File: src/rtl/conga_pkg.sv
// Shared types and default beat-counter constants for the conga game controller.
// Used with or without CONGA_STREAK_EN; the streak feature lives entirely in conga_round_ctrl.
package conga_pkg;

    typedef enum logic [2:0] {
        ST_IDLE  = 3'd0,
        ST_ARM   = 3'd1,
        ST_RUN   = 3'd2,
        ST_JUDGE = 3'd3,
        ST_GAP   = 3'd4,
        ST_OVER  = 3'd5
    } conga_state_t;

    // Beat counter terminal value; the counter itself uses this same constant.
    localparam logic [15:0] CONGA_MAXCOUNT   = 16'd39648;
    localparam logic [15:0] CONGA_HIT_LO     = 16'd18000;
    localparam logic [15:0] CONGA_HIT_HI     = 16'd21648;
    localparam logic [15:0] CONGA_GAP_CYCLES = 16'd5000;

    function automatic logic [7:0] sat_add8(input logic [7:0] a, input logic [1:0] b);
        logic [8:0] s;
        s = {1'b0, a} + {7'd0, b};
        return s[8] ? 8'hFF : s[7:0];
    endfunction

endpackage

File: src/rtl/conga_hit_judge.sv
// Hit-window judge: compares the beat count against the good-hit window and
// latches good/miss on the cycle the round leaves RUN.
module conga_hit_judge
    import conga_pkg::*;
#(
    parameter logic [15:0] MAXCOUNT = CONGA_MAXCOUNT,
    parameter logic [15:0] HIT_LO   = CONGA_HIT_LO,
    parameter logic [15:0] HIT_HI   = CONGA_HIT_HI
) (
    input  logic        i_clk,
    input  logic        i_resetn,
    input  logic        i_run,
    input  logic        i_hit,
    input  logic [15:0] i_count,
    output logic        o_done,
    output logic        o_good
);

    logic w_in_window;
    logic w_at_max;
    logic r_good;

    assign w_in_window = (i_count >= HIT_LO) && (i_count <= HIT_HI);
    assign w_at_max    = (i_count == MAXCOUNT);

    // A hit in the terminal-count cycle takes priority and is judged by the window.
    assign o_done = i_run && (i_hit || w_at_max);

    always_ff @(posedge i_clk or negedge i_resetn) begin
        if (!i_resetn) begin
            r_good <= 1'b0;
        end else if (o_done) begin
            r_good <= i_hit && w_in_window;
        end
    end

    assign o_good = r_good;

endmodule

File: src/rtl/conga_round_ctrl.sv
// Conga game-round sequencer: drives the beat counter, judges hits, tracks
// round/score/lives. Optional macro CONGA_STREAK_EN adds a 4-in-a-row bonus and o_streak.
module conga_round_ctrl
    import conga_pkg::*;
#(
    parameter logic [15:0] MAXCOUNT    = CONGA_MAXCOUNT,
    parameter logic [15:0] HIT_LO      = CONGA_HIT_LO,
    parameter logic [15:0] HIT_HI      = CONGA_HIT_HI,
    parameter int          NUM_ROUNDS  = 8,
    parameter int          START_LIVES = 3,
    parameter logic [15:0] GAP_CYCLES  = CONGA_GAP_CYCLES
) (
    input  logic        i_clk,
    input  logic        i_resetn,
    input  logic        i_start,
    input  logic        i_hit,
    input  logic [15:0] i_count,
    output logic        o_cnt_go,
    output logic        o_cnt_en,
    output logic [3:0]  o_round,
    output logic [7:0]  o_score,
    output logic [1:0]  o_lives,
    output logic        o_hit_good,
    output logic        o_hit_miss,
    output logic        o_busy,
    output logic        o_game_over,
    output logic        o_won
`ifdef CONGA_STREAK_EN
    ,
    output logic [1:0]  o_streak
`endif
);

    localparam logic [1:0] L_START_LIVES = 2'(START_LIVES);
    localparam logic [3:0] L_LAST_ROUND  = 4'(NUM_ROUNDS - 1);

    conga_state_t r_state;
    conga_state_t w_next_state;

    logic [3:0]  r_round;
    logic [7:0]  r_score;
    logic [1:0]  r_lives;
    logic        r_won;
    logic [15:0] r_gap;

    logic        w_done;
    logic        w_good;
    logic [1:0]  w_score_inc;
    logic [7:0]  w_score_upd;
    logic [1:0]  w_lives_after;
    logic        w_new_game;

    conga_hit_judge #(
        .MAXCOUNT (MAXCOUNT),
        .HIT_LO   (HIT_LO),
        .HIT_HI   (HIT_HI)
    ) u_judge (
        .i_clk    (i_clk),
        .i_resetn (i_resetn),
        .i_run    (r_state == ST_RUN),
        .i_hit    (i_hit),
        .i_count  (i_count),
        .o_done   (w_done),
        .o_good   (w_good)
    );

`ifdef CONGA_STREAK_EN
    logic [1:0] r_streak;

    // The good that wraps the streak 3->0 is the 4th in a row and earns the bonus.
    assign w_score_inc = (r_streak == 2'd3) ? 2'd2 : 2'd1;
    assign o_streak    = r_streak;

    always_ff @(posedge i_clk or negedge i_resetn) begin
        if (!i_resetn) begin
            r_streak <= 2'd0;
        end else if (w_new_game) begin
            r_streak <= 2'd0;
        end else if (r_state == ST_JUDGE) begin
            r_streak <= w_good ? (r_streak + 2'd1) : 2'd0;
        end
    end
`else
    assign w_score_inc = 2'd1;
`endif

    assign w_score_upd   = sat_add8(r_score, w_score_inc);
    assign w_lives_after = w_good ? r_lives : (r_lives - 2'd1);
    assign w_new_game    = ((r_state == ST_IDLE) || (r_state == ST_OVER)) && i_start;

    always_ff @(posedge i_clk or negedge i_resetn) begin
        if (!i_resetn) begin
            r_state <= ST_IDLE;
        end else begin
            r_state <= w_next_state;
        end
    end

    always_comb begin
        w_next_state = r_state;
        case (r_state)
            ST_IDLE, ST_OVER: begin
                if (i_start) begin
                    w_next_state = ST_ARM;
                end
            end
            ST_ARM: begin
                w_next_state = ST_RUN;
            end
            ST_RUN: begin
                if (w_done) begin
                    w_next_state = ST_JUDGE;
                end
            end
            ST_JUDGE: begin
                if ((w_lives_after == 2'd0) || (r_round == L_LAST_ROUND)) begin
                    w_next_state = ST_OVER;
                end else begin
                    w_next_state = ST_GAP;
                end
            end
            ST_GAP: begin
                if (r_gap == 16'd0) begin
                    w_next_state = ST_ARM;
                end
            end
            default: begin
                w_next_state = ST_IDLE;
            end
        endcase
    end

    always_ff @(posedge i_clk or negedge i_resetn) begin
        if (!i_resetn) begin
            r_round <= 4'd0;
            r_score <= 8'd0;
            r_lives <= L_START_LIVES;
            r_won   <= 1'b0;
            r_gap   <= 16'd0;
        end else if (w_new_game) begin
            r_round <= 4'd0;
            r_score <= 8'd0;
            r_lives <= L_START_LIVES;
            r_won   <= 1'b0;
        end else if (r_state == ST_JUDGE) begin
            if (w_good) begin
                r_score <= w_score_upd;
            end else begin
                r_lives <= w_lives_after;
            end
            if (w_lives_after == 2'd0) begin
                r_won <= 1'b0;
            end else if (r_round == L_LAST_ROUND) begin
                r_won <= 1'b1;
            end else begin
                r_round <= r_round + 4'd1;
                // GAP lasts GAP_CYCLES cycles: timer runs GAP_CYCLES-1 down to 0.
                r_gap   <= GAP_CYCLES - 16'd1;
            end
        end else if ((r_state == ST_GAP) && (r_gap != 16'd0)) begin
            r_gap <= r_gap - 16'd1;
        end
    end

    assign o_cnt_go    = (r_state == ST_ARM);
    assign o_cnt_en    = (r_state == ST_RUN);
    assign o_busy      = (r_state == ST_ARM) || (r_state == ST_RUN) ||
                         (r_state == ST_JUDGE) || (r_state == ST_GAP);
    assign o_game_over = (r_state == ST_OVER);
    assign o_hit_good  = (r_state == ST_JUDGE) && w_good;
    assign o_hit_miss  = (r_state == ST_JUDGE) && !w_good;
    assign o_round     = r_round;
    assign o_score     = r_score;
    assign o_lives     = r_lives;
    assign o_won       = r_won;

endmodule
File: config.mk
export PLATFORM = sky130hd
export DESIGN_NAME = conga_round_ctrl
export DESIGN_NICKNAME = d
export VERILOG_FILES = /design/src/rtl/conga_pkg.sv /design/src/rtl/conga_hit_judge.sv /design/src/rtl/conga_round_ctrl.sv
export SDC_FILE = /design/constraint.sdc
export NUM_CORES = 1
export LEC_CHECK = 0
export ABC_AREA = 1
export CORE_ASPECT_RATIO = 1.4
export CORE_MARGIN = 2
export CORE_UTILIZATION = 50
export DETAILED_ROUTE_END_ITERATION = 6
export PLACE_DENSITY = 0.78
export RECOVER_POWER = 25
export SYNTH_ARGS = -nofsm -noshare
export SYNTH_HDL_FRONTEND = slang
export SYNTH_SLANG_ARGS = --single-unit
File: constraint.sdc
create_clock -name i_clk -period 3 [get_ports i_clk]
set_input_delay 0.6 -clock i_clk [delete_from_list [all_inputs] [get_ports i_clk]]
set_output_delay 0.6 -clock i_clk [all_outputs]
set_load 0.01 [all_outputs]
After elaboration in Yosys (flattened, before gate mapping)
Index checks and enable logic that the tools add are counted.

Register bits: 35. Bits in writable memories: 0. Logic and storage cells: 83. Memories kept: 0. Bits in latches: 0. ROM bits: 0.

Bitwise gates (word level): 1. Divide/modulo/power cells: 0. Shift operators: 0. Order comparisons: 2. $mul: 0. Multiplexer cells: 25. $add $sub $neg: 4. Equal/unequal tests: 15. Reductions and logical operators: 29.

Operator list (count): $mux 16 (4); $mux 8 (4); $eq 16x16->1 const B (1); $ge 16x15->1 const B (1); $le 16x15->1 const B (1); $logic_not 16->1 (1); $mux 4 (4); $ne 2x2->1 const B (8); $reduce_bool 16->1 (1); $sub 16x1->16 const B (1); $pmux 3 s5 (1); $add 8x1->9 const B (1); $mux 3 (3); $mux 2 (4); $logic_and 1x1->1 (7); $eq 3x2->1 const B (2); $eq 3x3->1 const B (2); $logic_or 1x1->1 (6); $reduce_and 2->1 (3); $reduce_and 3->1 (2); $reduce_bool 2->1 (3); $mux 1 (5); $add 4x1->4 const B (1); $eq 4x3->1 const B (1); other kinds (9) (9).

Longest topological paths before layout
Word-level depth: 6. Mapped depth: 11. Mapped depth without buffers: 10.

Cells and area by module
From an unflattened synthesis, not the netlist that was laid out.

Cells, all modules: 376. Area total of the unflattened synthesis: 2421.1 um^2.

Modules (own cells, without submodules): conga_round_ctrl (seq. area each 853.3 um^2, times used 1, cells an instance 316, area each 2140.8 um^2); conga_hit_judge (seq. area each 25.0 um^2, times used 1, cells an instance 60, area each 280.3 um^2).

Worst setup path after synthesis
No wires, ideal clock.

Kind: reg2out. Start: register r_state[0]. End: output port o_busy. Stages on the path, launching flop included: 5. Data required time: 2.400 ns. Path slack: 1.197 ns. Data arrival time: 1.203 ns. Path buffers: 1. Cells stage by stage: dfrtp_1 > nand3_2 > inv_1 > buf_1 > or3_1.

Cells in the longest elaborated chain, start to end: 4. Elaborated cells on any way between the ends: 7. Those cells by class: eq/ne: 4; reduce/logical: 3.

RTL lines: start, declared (line conga_round_ctrl.sv:37) `conga_state_t r_state;`; start signal, assigned (line conga_round_ctrl.sv:95) `r_state <= w_next_state;`; $eq 3x1->1 or $eq 3x2->1 (tied branches) (line conga_round_ctrl.sv:167) `assign o_busy = (r_state == ST_ARM) || (r_state == ST_RUN) ||`; $logic_or 1x1->1 (2 in a row) (line conga_round_ctrl.sv:167); $logic_or 1x1->1 * (line conga_round_ctrl.sv:168) `(r_state == ST_JUDGE) || (r_state == ST_GAP);`; end, declared (line conga_round_ctrl.sv:25) `output logic o_busy,`.

Every way passes the cells marked *; elsewhere a longest branch is shown, timed or not.

Worst setup path after layout
Start: register r_state[2]. End: output port o_hit_good.

Cells in the longest elaborated chain, start to end: 2.

RTL lines: $eq 3x2->1 (line conga_round_ctrl.sv:170) `assign o_hit_good = (r_state == ST_JUDGE) && w_good;`; $logic_and 1x1->1 (line conga_round_ctrl.sv:170); end, declared (line conga_round_ctrl.sv:23) `output logic o_hit_good,`.

Every way passes these cells.

==> results.py <==
metrics = {
    "outcome": {
        "status": "finished, violations left",
        "violations": "capacitance limit, slew limit",
    },
    "power": {
        "power.leakage_nw": 1.57,
        "power_per_cell_area_nw_per_um2": 825,
        "max-vdd-ir-drop_mv": 0.527,
    },
    "logic_synthesis": {
        "syn-num-nets": 407,
        "syn_avg_cell_area_sq_um": 6.38,
        "synth_compound_area_share_pct": 5.62,
        "synth_area_leaders": "dfrtp_1, nand2_1, nor2_1",
        "synthFlopType": "dfrtp_1",
        "synth_fa_ha_area_share_pct": 1.53,
        "async_reset_ff_share_pct": 100,
        "synth_mux_area_share_pct": 0,
        "ys_ff_latch": 35,
        "synthSimpleGateAreaFrac_pct": 47.8,
        "ys_warn_count": 0,
        "synth_top_family_by_area": "simple AND/OR/NAND/NOR gates",
        "synth_cell_types": 29,
        "syn-instance-count": 384,
        "synth_edf_count": 0,
        "ys_seq_area_share_pct": 35.9,
        "yosysTopAreaCellShare_pct": 33.7,
        "synth_top_cell_by_area": "dfrtp_1",
        "synthXorXnorAreaFrac_pct": 1.07,
        "synth_area_sq_um": 2450,
    },
    "detailed_routing": {
        "drt-initial-drc-count": 95,
        "dr.pass1.iters": 4,
        "vias_per_cell": 5.06,
        "routed.top_layer": "met4",
        "finalWirelength_mm": 5.63,
        "wl_met2_mm": 2.93,
        "wl_per_cell_microns": 11.4,
        "drcViolationCount": 0,
        "wl_met1_mm": 2.33,
        "dr_wl_met3_microns": 241,
        "ant_nets": 0,
        "vias": 2504,
    },
    "worst_setup_path": {
        "setup.worst_path.class": "reg -> out",
        "cp.required_ns": 2.40,
        "start_kind": "register",
        "arrival_ns": 2.24,
        "endpoint_kind": "output pin",
        "critPathMaxFanout": 14,
    },
    "cells_and_area": {
        "drive_above_1_share_pct": 6.73,
        "fin_nets": 453,
        "nFillCells": 454,
        "area_growth_pct": 23.1,
        "final_cells": 495,
        "num_antenna_cells": 0,
    },
    "placed_design": {
        "place.gp.congestion": 0.868,
        "dp.cells": 487,
        "port_buffers": 40,
        "hpwl_mm": 4.20,
    },
    "grt": {
        "grt_max_degree": 36,
        "grtUsageTotal_pct": 21.9,
        "grt_pass1_vias": 2268,
        "grt_pass1_wl_mm": 9.61,
        "antenna_found_initial": 0,
        "overflow": 0,
    },
    "clock_network": {
        "cts_sinks": 35,
        "cts_buffers": 5,
        "clockBufferDepth": 2,
        "ctsHtreeMaxLevel": 2,
        "clk_latency_ns": 0.29,
        "cts_resized": 0,
        "cts.root.buffer_cell": "clkbuf_8",
        "cts_tree": "yes",
        "clkTransAtPathRegs_ns": 0.07,
        "postCtsHoldBufs": 0,
        "cts_setup_buffers": 0,
    },
    "sta": {
        "tightest_slew_ns": 1.92,
        "min_period_ns": 2.84,
        "finClkSkew_ns": 0.00712,
        "rsz0062_at_grt": "false",
        "fin_crit_sh_pct": 94.5,
        "setup_viol": 0,
        "fmax_mhz": 353,
        "tns_ns": 0,
        "fin_hold_ws_ns": 0.509,
        "slew_viol_final": 36,
        "relSlewSlack_pct": -27.8,
        "hold_viol_final": 0,
    },
    "floorplan": {
        "start_util_pct": 51.4,
        "coreArea_sq_um": 4770,
        "rows": 30,
        "die_y_microns": 86.8,
        "dieArea_sq_um": 5480,
        "ios": 41,
        "die_x_microns": 63.2,
    },
    "worst_hold_path": {
        "min_path_type": "reg -> reg",
    },
    "job": {
        "maxCapViolations": 1,
    },
}
==> layer usage <==
layer  up-vias  global-route usage (%)
li1       1298                       -
met1      1116                    24.7
met2        78                    40.3
met3        12                    3.51
met4         0                    10.1
met5         -                       0
==> path summary, 6_finish.rpt <==
| path | depth (start not counted) | from | slack, ns | to |
|---|---|---|---|---|
| min reg2reg | 2 | r_gap[1] | 0.51 | r_gap[1] |
| min in group asynchronous | 2 | i_resetn | 1.36 | o_score[5] |
| max in group asynchronous | 2 | i_resetn | 0.52 | r_gap[3] |
| min | 2 | r_gap[1] | 0.51 | r_gap[1] |
| max reg2reg | 10 | r_gap[0] | 1.21 | r_gap[1] |
| max | 6 | r_state[2] | 0.16 | o_hit_good |
==> cells in the mapped netlist (2+ instances only) <==
master	count
nand2_1	147
nor2_1	58
inv_1	41
nand3_1	36
dfrtp_1	33
o21ai_0	12
a21oi_1	9
nand2_2	6
nand4_1	5
nand3b_1	4
ha_1	3
inv_2	3
xor2_1	3
a21oi_2	2
dfstp_2	2
nand2_4	2
nand3_2	2
nor2_4	2
nor3_1	2
nor3b_1	2
or2_2	2
==> worst max-delay path: stages, from the launching register on <==
cell	delay, ns
dfrtp_1	0.42
inv_2	0.10
nand3_2	0.07
inv_1	0.37
nand2_1	0.19
inv_1	0.23
clkdlybuf4s50_1	0.58
==> area by class of cell <==
class / instances / area [sq um] / share of cell area, %
clock buffer: 6 / 72.6 / 2.41
clock inverter: 2 / 37.5 / 1.24
tap: 64 / 80.1 / 2.65
sequential: 35 / 878 / 29.1
multi-input combinational: 302 / 1370 / 45.5
inverter: 44 / 165 / 5.47
timing repair buffer: 42 / 412 / 13.6
==> sequential cells by signal, indices dropped and copies added, names as in the netlist <==
name and cells:
r_gap 16, o_score 8, o_round 4, r_state 3
o_lives 2, o_won 1, u_judge.o_good 1
==> through the flow <==
stage | instance area, sq um | total power, mW | util (%) | setup slack, ns
2_1_floorplan | 2450 | 1.68 | - | 1.20
3_3_place_gp | 2910 | 2.03 | 61.0 | 0.556
3_5_place_dp | 2910 | 2.06 | 61.0 | 0.500
4_1_cts | 3020 | 2.50 | 63.4 | 0.158
5_1_grt | 3020 | 2.71 | 63.3 | 0.0235
6_report | 3020 | 2.49 | 63.3 | 0.164
==> cell usage in the layout, fill, tap and decap left out, drive strengths merged, types with 2 or more instances in the layout <==
master           n
nand3           38
or2              4
o21ai           12
ha               3
xor2             3
nor3             2
a21oi           11
clkdlybuf4s50   39
clkbuf           7
inv             44
dfrtp           33
nor2            60
nand4            5
nor3b            2
nand2          155
nand3b           4
dfstp            2
==> where the power goes <==
group,switching (mW),internal (mW)
combinational,0.747,0.491
clock,0.181,0.248
sequential,0.187,0.634
total,1.12,1.37
==> cells by family after synthesis <==
| family | after synthesis |
|---|---|
| and+or+nand+nor | 271 |
| AOI/OAI and AO/OA | 25 |
| buffers and inverters | 47 |
| DFF | 35 |
| xor gates and xnor gates | 3 |
| adders and majority gates | 3 |
(Power assumes the default switching activity.)
